$ cat config.mk
export PLATFORM = sky130hd
export DESIGN_NAME = hilo_md_unit_flat
export DESIGN_NICKNAME = d
export VERILOG_FILES = /design/src/rtl/hilo_md_unit_pkg.sv /design/src/rtl/hilo_md_unit_if.sv /design/src/rtl/hilo_md_unit_iter_md_core.sv /design/src/rtl/hilo_md_unit.sv /design/src/flat_wrapper.sv
export SDC_FILE = /design/constraint.sdc
export NUM_CORES = 1
export LEC_CHECK = 0
export CAP_MARGIN = 10
export CORE_MARGIN = 1.5
export CORE_UTILIZATION = 60
export CTS_CLUSTER_DIAMETER = 150
export DETAILED_ROUTE_END_ITERATION = 12
export GPL_ROUTABILITY_DRIVEN = 0
export PLACE_DENSITY = 0.84
export SYNTH_ARGS = -nofsm -noshare
export SYNTH_HDL_FRONTEND = slang
export SYNTH_HIERARCHICAL = 1
export SYNTH_SLANG_ARGS = --single-unit
$ cat constraint.sdc
create_clock -name clk -period 13 [get_ports clk]
set_clock_uncertainty 0.15 [all_clocks]
set_input_delay 2.6 -clock clk [delete_from_list [all_inputs] [get_ports clk]]
set_output_delay 2.6 -clock clk [all_outputs]
set_load 0.02 [all_outputs]
$ cat src/rtl/hilo_md_unit_pkg.sv
`default_nettype none
//============================================================================
// hilo_pkg: op_code values and FSM state encoding for the HI/LO unit.
// Rev 1.0
//============================================================================
package hilo_pkg;

   localparam logic [2:0] OP_NOP   = 3'd0;
   localparam logic [2:0] OP_MULT  = 3'd1;
   localparam logic [2:0] OP_MULTU = 3'd2;
   localparam logic [2:0] OP_DIV   = 3'd3;
   localparam logic [2:0] OP_DIVU  = 3'd4;
   localparam logic [2:0] OP_MTHI  = 3'd5;
   localparam logic [2:0] OP_MTLO  = 3'd6;
   localparam logic [2:0] OP_RSVD  = 3'd7;

   typedef enum logic [1:0] {
      ST_IDLE = 2'd0,
      ST_MUL  = 2'd1,
      ST_DIV  = 2'd2
   } state_t;

   // NOP and the reserved code never count as an accepted operation.
   function automatic logic op_is_real(input logic [2:0] op);
      return (op != OP_NOP) && (op != OP_RSVD);
   endfunction

endpackage
`default_nettype wire

$ cat src/rtl/hilo_md_unit_if.sv
`default_nettype none
//============================================================================
// hilo_md_unit_if: execute-stage handshake and MFHI/MFLO read bus.
// Rev 1.0
//============================================================================
interface hilo_md_unit_if #(
   parameter int W = 32
);
   logic         op_valid;
   logic [2:0]   op_code;
   logic [W-1:0] op_a;
   logic [W-1:0] op_b;
   logic         op_ready;
   logic         flush;
   logic         busy;
   logic         done;
   logic         div_by_zero;
   logic         hi_r;
   logic         lo_r;
   logic [W-1:0] rdata;

   modport master (
      output op_valid, op_code, op_a, op_b, flush, hi_r, lo_r,
      input  op_ready, busy, done, div_by_zero, rdata
   );

   modport slave (
      input  op_valid, op_code, op_a, op_b, flush, hi_r, lo_r,
      output op_ready, busy, done, div_by_zero, rdata
   );
endinterface
`default_nettype wire

$ cat src/rtl/hilo_md_unit_iter_md_core.sv
`default_nettype none
//============================================================================
// iter_md_core: radix-2 shift-add multiply / restoring divide over magnitudes.
// Rev 1.0
//============================================================================
module iter_md_core #(
   parameter int W = 32
) (
   input  wire logic           clk,
   input  wire logic           resetn,
   input  wire logic           start,
   input  wire logic           abort,
   input  wire logic           is_div,
   input  wire logic [W-1:0]   mag_a,
   input  wire logic [W-1:0]   mag_b,
   output logic      [2*W-1:0] result,
   output logic                last
);
   localparam int CW = $clog2(W + 1);

   logic [2*W-1:0] acc;
   logic [W-1:0]   opnd;
   logic           div_mode;
   logic [CW-1:0]  cnt;
   logic [W:0]     mul_sum;
   logic [W:0]     rem_shift;
   logic [W:0]     diff;

   // acc holds {partial, multiplier} for multiply, {remainder, dividend/quotient} for divide.
   always_comb begin
      mul_sum   = {1'b0, acc[2*W-1:W]} + {1'b0, (acc[0] ? opnd : {W{1'b0}})};
      rem_shift = acc[2*W-1:W-1];
      diff      = rem_shift - {1'b0, opnd};
      result    = {mul_sum, acc[W-1:1]};
      if (div_mode) begin
         if (!diff[W]) result = {diff[W-1:0], acc[W-2:0], 1'b1};
         else          result = {rem_shift[W-1:0], acc[W-2:0], 1'b0};
      end
   end

   assign last = (cnt == CW'(1));

   always_ff @(posedge clk or negedge resetn) begin
      if (!resetn) begin
         acc      <= '0;
         opnd     <= '0;
         div_mode <= 1'b0;
         cnt      <= '0;
      end else if (abort) begin
         cnt <= '0;
      end else if (start) begin
         cnt      <= CW'(W);
         div_mode <= is_div;
         opnd     <= is_div ? mag_b : mag_a;
         acc      <= {{W{1'b0}}, (is_div ? mag_a : mag_b)};
      end else if (cnt != '0) begin
         acc <= result;
         cnt <= cnt - CW'(1);
      end
   end
endmodule
`default_nettype wire

$ cat src/rtl/hilo_md_unit.sv
`default_nettype none
//============================================================================
// hilo_md_unit: HI/LO register file with iterative MULT/DIV, MTHI/MTLO, MFHI/MFLO.
// Rev 1.0
//============================================================================
module hilo_md_unit
   import hilo_pkg::*;
#(
   parameter int W      = 32,
   parameter bit BYPASS = 1'b0
) (
   input  wire logic     clk,
   input  wire logic     resetn,
   hilo_md_unit_if.slave bus
);
   state_t         state;
   state_t         state_nxt;
   logic [W-1:0]   hi;
   logic [W-1:0]   lo;
   logic           done_q;
   logic           dbz_q;
   logic           neg_x;
   logic           neg_a;
   logic           zero_div;
   logic [W-1:0]   a_raw;

   logic           accept;
   logic           is_md;
   logic           is_div_op;
   logic           is_signed;
   logic           sign_a;
   logic           sign_b;
   logic [W-1:0]   mag_a;
   logic [W-1:0]   mag_b;
   logic           start;
   logic           abort;
   logic           commit;
   logic           last;
   logic [2*W-1:0] res;
   logic [2*W-1:0] prod;
   logic [W-1:0]   quo;
   logic [W-1:0]   rem;
   logic [W-1:0]   hi_n;
   logic [W-1:0]   lo_n;
   logic [W-1:0]   hi_view;
   logic [W-1:0]   lo_view;

   always_comb begin
      is_md     = (bus.op_code == OP_MULT) || (bus.op_code == OP_MULTU) ||
                  (bus.op_code == OP_DIV)  || (bus.op_code == OP_DIVU);
      is_div_op = (bus.op_code == OP_DIV)  || (bus.op_code == OP_DIVU);
      is_signed = (bus.op_code == OP_MULT) || (bus.op_code == OP_DIV);
      accept    = bus.op_valid && (state == ST_IDLE) && !bus.flush && op_is_real(bus.op_code);
      sign_a    = is_signed && bus.op_a[W-1];
      sign_b    = is_signed && bus.op_b[W-1];
      mag_a     = sign_a ? -bus.op_a : bus.op_a;
      mag_b     = sign_b ? -bus.op_b : bus.op_b;
   end

   always_ff @(posedge clk or negedge resetn) begin
      if (!resetn) state <= ST_IDLE;
      else         state <= state_nxt;
   end

   always_comb begin
      state_nxt = state;
      start     = 1'b0;
      abort     = 1'b0;
      commit    = 1'b0;
      case (state)
         ST_IDLE: begin
            if (accept && is_md) begin
               state_nxt = is_div_op ? ST_DIV : ST_MUL;
               start     = 1'b1;
            end
         end
         ST_MUL, ST_DIV: begin
            if (bus.flush) begin
               state_nxt = ST_IDLE;
               abort     = 1'b1;
            end else if (last) begin
               state_nxt = ST_IDLE;
               commit    = 1'b1;
            end
         end
         default: state_nxt = ST_IDLE;
      endcase
   end

   iter_md_core #(.W(W)) u_core (
      .clk    (clk),
      .resetn (resetn),
      .start  (start),
      .abort  (abort),
      .is_div (is_div_op),
      .mag_a  (mag_a),
      .mag_b  (mag_b),
      .result (res),
      .last   (last)
   );

   // Sign fix-up: product negates as a 2W-bit value; quotient and remainder separately.
   always_comb begin
      prod = neg_x ? -res : res;
      quo  = neg_x ? -res[W-1:0] : res[W-1:0];
      rem  = neg_a ? -res[2*W-1:W] : res[2*W-1:W];
      hi_n = prod[2*W-1:W];
      lo_n = prod[W-1:0];
      if (state == ST_DIV) begin
         if (zero_div) begin
            hi_n = a_raw;
            lo_n = '1;
         end else begin
            hi_n = rem;
            lo_n = quo;
         end
      end
   end

   always_ff @(posedge clk or negedge resetn) begin
      if (!resetn) begin
         hi       <= '0;
         lo       <= '0;
         done_q   <= 1'b0;
         dbz_q    <= 1'b0;
         neg_x    <= 1'b0;
         neg_a    <= 1'b0;
         zero_div <= 1'b0;
         a_raw    <= '0;
      end else begin
         done_q <= commit;
         if (commit) begin
            hi <= hi_n;
            lo <= lo_n;
         end else if (accept && (bus.op_code == OP_MTHI)) begin
            hi <= bus.op_a;
         end else if (accept && (bus.op_code == OP_MTLO)) begin
            lo <= bus.op_a;
         end
         if (accept)                          dbz_q <= 1'b0;
         else if (commit && state == ST_DIV)  dbz_q <= zero_div;
         if (accept && is_md) begin
            neg_x    <= sign_a ^ sign_b;
            neg_a    <= sign_a;
            zero_div <= (bus.op_b == '0);
            a_raw    <= bus.op_a;
         end
      end
   end

   generate
      if (BYPASS) begin : g_bypass
         assign hi_view = (accept && bus.op_code == OP_MTHI) ? bus.op_a : hi;
         assign lo_view = (accept && bus.op_code == OP_MTLO) ? bus.op_a : lo;
      end else begin : g_no_bypass
         assign hi_view = hi;
         assign lo_view = lo;
      end
   endgenerate

   assign bus.rdata       = bus.lo_r ? lo_view : (bus.hi_r ? hi_view : '0);
   assign bus.op_ready    = (state == ST_IDLE);
   assign bus.busy        = (state == ST_MUL) || (state == ST_DIV);
   assign bus.done        = done_q;
   assign bus.div_by_zero = dbz_q;
endmodule
`default_nettype wire

$ cat src/flat_wrapper.sv
// flat-port wrapper written by rule: the top's interface ports become plain ports
module hilo_md_unit_flat import hilo_pkg::*;
#(
   parameter int W      = 32,
   parameter bit BYPASS = 1'b0
)
  (clk, resetn, bus_op_valid, bus_op_code, bus_op_a, bus_op_b, bus_flush, bus_hi_r, bus_lo_r, bus_op_ready, bus_busy, bus_done, bus_div_by_zero, bus_rdata);
  hilo_md_unit_if #(.W(W)) bus_i ();
  input  wire logic clk;
  input  wire logic resetn;
  input wire logic [$bits(bus_i.op_valid)-1:0] bus_op_valid;
  input wire logic [$bits(bus_i.op_code)-1:0] bus_op_code;
  input wire logic [$bits(bus_i.op_a)-1:0] bus_op_a;
  input wire logic [$bits(bus_i.op_b)-1:0] bus_op_b;
  input wire logic [$bits(bus_i.flush)-1:0] bus_flush;
  input wire logic [$bits(bus_i.hi_r)-1:0] bus_hi_r;
  input wire logic [$bits(bus_i.lo_r)-1:0] bus_lo_r;
  output wire logic [$bits(bus_i.op_ready)-1:0] bus_op_ready;
  output wire logic [$bits(bus_i.busy)-1:0] bus_busy;
  output wire logic [$bits(bus_i.done)-1:0] bus_done;
  output wire logic [$bits(bus_i.div_by_zero)-1:0] bus_div_by_zero;
  output wire logic [$bits(bus_i.rdata)-1:0] bus_rdata;
  assign bus_i.op_valid = bus_op_valid;
  assign bus_i.op_code = bus_op_code;
  assign bus_i.op_a = bus_op_a;
  assign bus_i.op_b = bus_op_b;
  assign bus_i.flush = bus_flush;
  assign bus_i.hi_r = bus_hi_r;
  assign bus_i.lo_r = bus_lo_r;
  assign bus_op_ready = bus_i.op_ready;
  assign bus_busy = bus_i.busy;
  assign bus_done = bus_i.done;
  assign bus_div_by_zero = bus_i.div_by_zero;
  assign bus_rdata = bus_i.rdata;
  hilo_md_unit #(.W(W), .BYPASS(BYPASS)) u_core (.clk(clk), .resetn(resetn), .bus(bus_i));
endmodule
# Word level (Yosys, flattened, before mapping)

Cells that the tools add are included.

Add/sub/neg operators: 8
Equality and inequality tests: 13
Muxes and demuxes: 40
Bitwise gates (word level): 2
Reduce and logical (&&, ||, !) cells: 31

Operator list:

| cell                                                   | count |
|---|---|
| 2-to-1 mux 32 bit                                      | 18 |
| 2-to-1 mux 64 bit                                      | 5 |
| negation 32 bit                                        | 4 |
| negation 64 bit                                        | 1 |
| adder 32 x 32 -> 33 bit                                | 1 |
| subtractor 33 x 32 -> 33 bit                           | 1 |
| logical NOT 32 bit                                     | 1 |
| 2-to-1 mux 6 bit                                       | 3 |
| logical AND 1 bit                                      | 10 |
| equality test 3 bit (second input constant)            | 3 |
| 2-to-1 mux 1 bit                                       | 9 |
| 2-to-1 mux 2 bit                                       | 4 |
| AND reduction 2 bit                                    | 4 |
| nonzero test 2 bit                                     | 4 |
| equality test 3 x 2 -> 1 bit (second input constant)   | 2 |
| equality test 6 x 1 -> 1 bit (second input constant)   | 1 |
| logical OR 1 bit                                       | 6 |
| inequality test 3 bit (second input constant)          | 2 |
| nonzero test 3 bit                                     | 2 |
| nonzero test 6 bit                                     | 1 |
| subtractor 6 x 1 -> 6 bit (second input constant)      | 1 |
| inequality test 2 x 1 -> 1 bit (second input constant) | 2 |
| case mux 2 bit (2 select lines)                        | 1 |
| equality test 3 x 1 -> 1 bit (second input constant)   | 1 |
| other kinds (7)                                        | 7 |

Register bits: 206
Input port bits: 73
Output and inout port bits: 36
Word-level logic and storage cells: 107

# Longest topological paths before layout

Depth in word-level cells: 9
Depth in mapped cells: 23
Depth with buffers taken out: 21

# Cells and area by module

Netlist, hierarchy kept.

By module, submodules not included:

| module       | instances | cells each | area an instance (um2) | seq. area each (um2) |
|---|---|---|---|---|
| iter_md_core | 1         | 1223       | 9755.6                 | 2577.5 |
| hilo_md_unit | 1         | 1086       | 8739.6                 | 2577.5 |

# Worst setup path before layout

Ideal clock, no wire load.

Kind: input port to output port
Start: input bus_lo_r
End: output bus_rdata[0]
Arrival time: 3.509 ns
Data required time: 10.250 ns
Setup slack: 6.741 ns
Stages: 4
Buffers on the path: 2
Cell sequence: clkbuf_1 > nor2b_1 > clkbuf_1 > a22o_1

Longest elaborated chain between the ends: 1

Ends and longest elaborated chain:

| what               | line                | source |
|---|---|---|
| start: declaration | flat_wrapper.sv:17  | `input wire logic [$bits(bus_i.lo_r)-1:0] bus_lo_r;` |
| 2-to-1 mux 32 bit  | hilo_md_unit.sv:161 | `assign bus.rdata = bus.lo_r ? lo_view : (bus.hi_r ? hi_view : '0);` |
| end: declaration   | flat_wrapper.sv:22  | `output wire logic [$bits(bus_i.rdata)-1:0] bus_rdata;` |

No other way between the ends.

# Worst setup path in the final report

Start: input bus_lo_r
End: output bus_rdata[18]

Same word-level chain as after synthesis.

==> summary.md <==
| Metric | Value |
|---|---|
| Outcome | finished, final reports clean |
| Quantity of I/O buffers inserted on ports | between 100 and 150 |
| Critical path required time | around 10 ns |
| Mapped cell area | 18500 um^2 |
| CTS-repair resized insts | 0 |
| First-pass GRT wire length | 102000 um |
| # setup viols final | 0 |
| WP data arrival | approximately 5.2 ns |
| Largest net degree at the start of global routing | 79 |
| Initial antenna violation count | 0 |
| Worst Hold Class | register to register |
| Number of cells on the worst reg-to-reg path | 19 |
| Max-cap viol count | 0 |
| I/O pin total | 109 |
| Synth Register Bits | 206 |
| Worst R2R Setup Slack | approximately 6.2 ns |
| CP max FO | 34 |
| Crit path top cell by count | clkdlybuf4s50_1 |
| Crit path kind | input pin to output pin |
| Syn Nets | 2456 |
| DRC | 0 |
| Yosys warning total | 6 |
| Critical path launch point | bus_lo_r |
| RSZ-0062 raised after global routing | false |
| Antenna Nets Post-Route | 0 |
| Async S/R FF share, synth | 1.00 |
| Area occupied by multi-input gates | between 10000 and 15000 um^2 |
| Clk_lat worst skew | 0.54 ns |
| Rows | 64 |
| Global Route Usage Sum | 0.420 |
| Initial DRC count | between 2k and 3k |
| Vias per cell | roughly 7 |
| Starting Density | 0.608 |
| Post-synth cell types | between 90 and 100 |
| Die Wd | 179 um |
| Critical Path Max Stage Delay | 1.00 ns |
| Max Freq | 126 MHz |
| Area Overhead vs Synth | 10.7% |
| Most used DFF post-synth | dfrtp_1 |
| Die height | between 150 and 200 um |
| Critical path startpoint category | input pin |
| Grt total ovfl | 0 |
| Crit end category | output pin |
| Slowest CP cell | nor2b_2 |
| Setup TNS | 0 ns |
| Final period util | 0.609 |
| Number of fill cells | around 2.5k |
| Mapped Cells | ~2.3k |
| Number of H-tree levels | 1 |
| Share of cells above drive strength 1 | 0.0807 |
| Reg area | 5160 um^2 |
| Die area | between 30000 and 40000 um^2 |
| Maximum vdd ir drop | 0.000139 V |
| CTS Root Buffer Type | clkbuf_16 |
| Slack of the critical path | a little over 5 ns |
| CTS Sinks | between 200 and 250 |
| RR Endpoint | u_core/hi[31]$_DFFE_PN0P_ |
| Final hold vios | 0 |
| Max-slew violation count | 0 |
| Final wirelength | approximately 67000 um |
| Vias in the first global route | around 18k |
| CTS tree | built |
| N_diodes | 0 |
| Setup WS pre-CTS | 5.17 ns |
| CTS clk-pin slew, worst paths | about 0.060 ns |
| Fin nets | 2472 |
| Total CTS buffers | 23 |
| Longest Clk Path Bufs | 3 |
| Pwr/cell area | a little over 300 nW/um^2 |
| EDFF count, synth | 0 |
| Worst-margin pin slew | 1.26 ns |
| Core region area | between 30000 and 40000 um^2 |
| Layout Utilization | 0.673 |
| Tmin final | just under 8 ns |
| RR Startpoint | u_core/u_core/acc[31]$_DFFE_PN0P_ |
| Routed len/inst | around 25 um |
| Vias | between 15k and 20k |
| Seq/Total Area, Yosys | 0.279 |
| Final HPWL DP | around 49000 um |
| First-pass iteration count of the detailed router | 7 |
| Slew HR | 0.156 |
| Hold Buf Count CTS | 0 |
| Setup crit end | bus_rdata[18] |
| Syn Area/Cell | roughly 8.0 um^2 |
| Post-CTS Setup Bufs | 0 |
| CP Cell Sequence | clkdlybuf4s50_1, buf_4, nor2b_2, a22o_1, clkdlybuf4s50_1 |
| LEAKAGE | 8.33 nW |
## through the flow
stage / area, um^2 / std cells / power [mW] / hold WS (ns)
floorplan: 18500 / 2309 / 4.23 / 0.294
global placement: 19800 / 2696 / 5.31 / 0.310
detailed placement: 19800 / 2696 / 5.44 / 0.320
CTS: 20500 / 2737 / 6.12 / 0.334
global route: 20500 / 2737 / 6.69 / 0.365
finish: 20500 / 2737 / 6.35 / 0.342
## cell usage after synthesis (all sizes together), types with 6 or more instances
library cell	instances	area (um^2)
mux2i	98	981
a21oi	148	752
o21a	9	67.6
dfrtp	206	5150
o221ai	11	96.3
xor2	93	815
o211ai	14	105
nor2	142	533
nand3	31	155
o21bai	17	128
inv	80	300
nor3b	8	60.1
nor3	45	230
and3	10	62.6
a22oi	19	143
a31oi	27	175
a32oi	26	228
or4	15	116
xnor2	86	753
o31ai	36	289
o2111ai	7	61.3
nor4	27	199
buf	29	158
nand3b	8	60.1
nor2b	18	120
o21ai	233	1170
a221oi	13	114
or2	9	56.3
mux2	64	721
a22o	46	403
a311oi	6	65.1
a211oi	15	123
ha	72	901
nand2	316	1190
o41ai	10	95.1
a21o	18	135
clkbuf	120	450
and2	46	288
nand4	24	150
nand2b	15	93.8
or3	26	168
## report_power, final
| part | internal (mW) | total (mW) | switching, mW |
|---|---|---|---|
| clock network | 0.357 | 0.643 | 0.286 |
| registers | 0.962 | 1.34 | 0.374 |
| logic | 1.60 | 4.37 | 2.77 |
| total | 2.92 | 6.35 | 3.43 |
## routing by layer
layer | part of all wire | global-route usage
met5 | 0 | 0
met4 | 0.075 | 0.269
met3 | 0.14 | 0.137
met2 | 0.42 | 0.632
met1 | 0.36 | 0.515
## cells by family after synthesis
kind of cell / count (synthesis) / share of synthesized area
muxes: 162 / 0.0920
and+or+nand+nor: 759 / 0.198
buffers and inverters: 229 / 0.0491
DFF: 206 / 0.279
xor gates and xnor gates: 179 / 0.0848
adders and majority gates: 74 / 0.0509
AOI/OAI and AO/OA: 700 / 0.246
## layout by cell type (no fill, tap or decap), types with 11 or more instances in the layout
cell type        count
clkdlybuf4s50_1    107
a211oi_1            13
o221ai_1            11
a32oi_1             26
nand2_1            313
nor2b_1             16
a21o_1              18
nor4_1              25
o21bai_1            16
o21ai_1             38
clkbuf_16           23
or4_1               14
and2_1              46
a31oi_1             26
mux2i_1             98
nand3_1             31
or3_1               25
nor2_1             140
dfrtp_1            204
ha_1                72
nor3_1              43
nand2b_1            14
o31ai_1             34
o21ai_0            194
a22o_1              46
inv_1               79
a22oi_1             19
buf_4               32
xnor2_1             86
o211ai_1            14
a21oi_1            145
xor2_1              93
nand4_1             24
a221oi_1            13
mux2_2              63
## sequential cells by signal (all words and copies together), names as in the netlist, 2 cells and up
name and cells:
u_core/a_raw 32, u_core/hi 32, u_core/u_core/acc 64, u_core/u_core/opnd 32, u_core/u_core/cnt 6, u_core/state 2, u_core/lo 32
## worst max-delay path, delay by kind of cell
kind                   cells  cell delay [ns]
buffers and inverters      3             1.26
and+or+nand+nor            1             1.00
AOI/OAI and AO/OA          1             0.29
## layout make-up
| cell class | instances | area share |
|---|---|---|
| Clock buffer | 27 | 0.0298 |
| Clock inverter | 14 | 0.00544 |
| Inverter | 80 | 0.0147 |
| Multi-Input combinational cell | 1874 | 0.609 |
| Sequential cell | 206 | 0.252 |
| Tap cell | 396 | 0.0242 |
| Timing Repair Buffer | 140 | 0.0647 |
## how the worst min path moves through the flow
stage                           startpoint                           to  slack, ns  cells past startpoint
2_1_floorplan  u_core/a_raw[1]$_DFFE_PN0P_  u_core/a_raw[1]$_DFFE_PN0P_       0.29                      2
3_3_place_gp   u_core/a_raw[1]$_DFFE_PN0P_  u_core/a_raw[1]$_DFFE_PN0P_       0.31                      2
3_5_place_dp   u_core/a_raw[1]$_DFFE_PN0P_  u_core/a_raw[1]$_DFFE_PN0P_       0.32                      2
4_1_cts        u_core/a_raw[1]$_DFFE_PN0P_  u_core/a_raw[1]$_DFFE_PN0P_       0.33                      2
5_1_grt        u_core/a_raw[4]$_DFFE_PN0P_  u_core/a_raw[4]$_DFFE_PN0P_       0.36                      1
6_report       u_core/a_raw[1]$_DFFE_PN0P_  u_core/a_raw[1]$_DFFE_PN0P_       0.34                      2
Power figures use the tool's default switching activity.
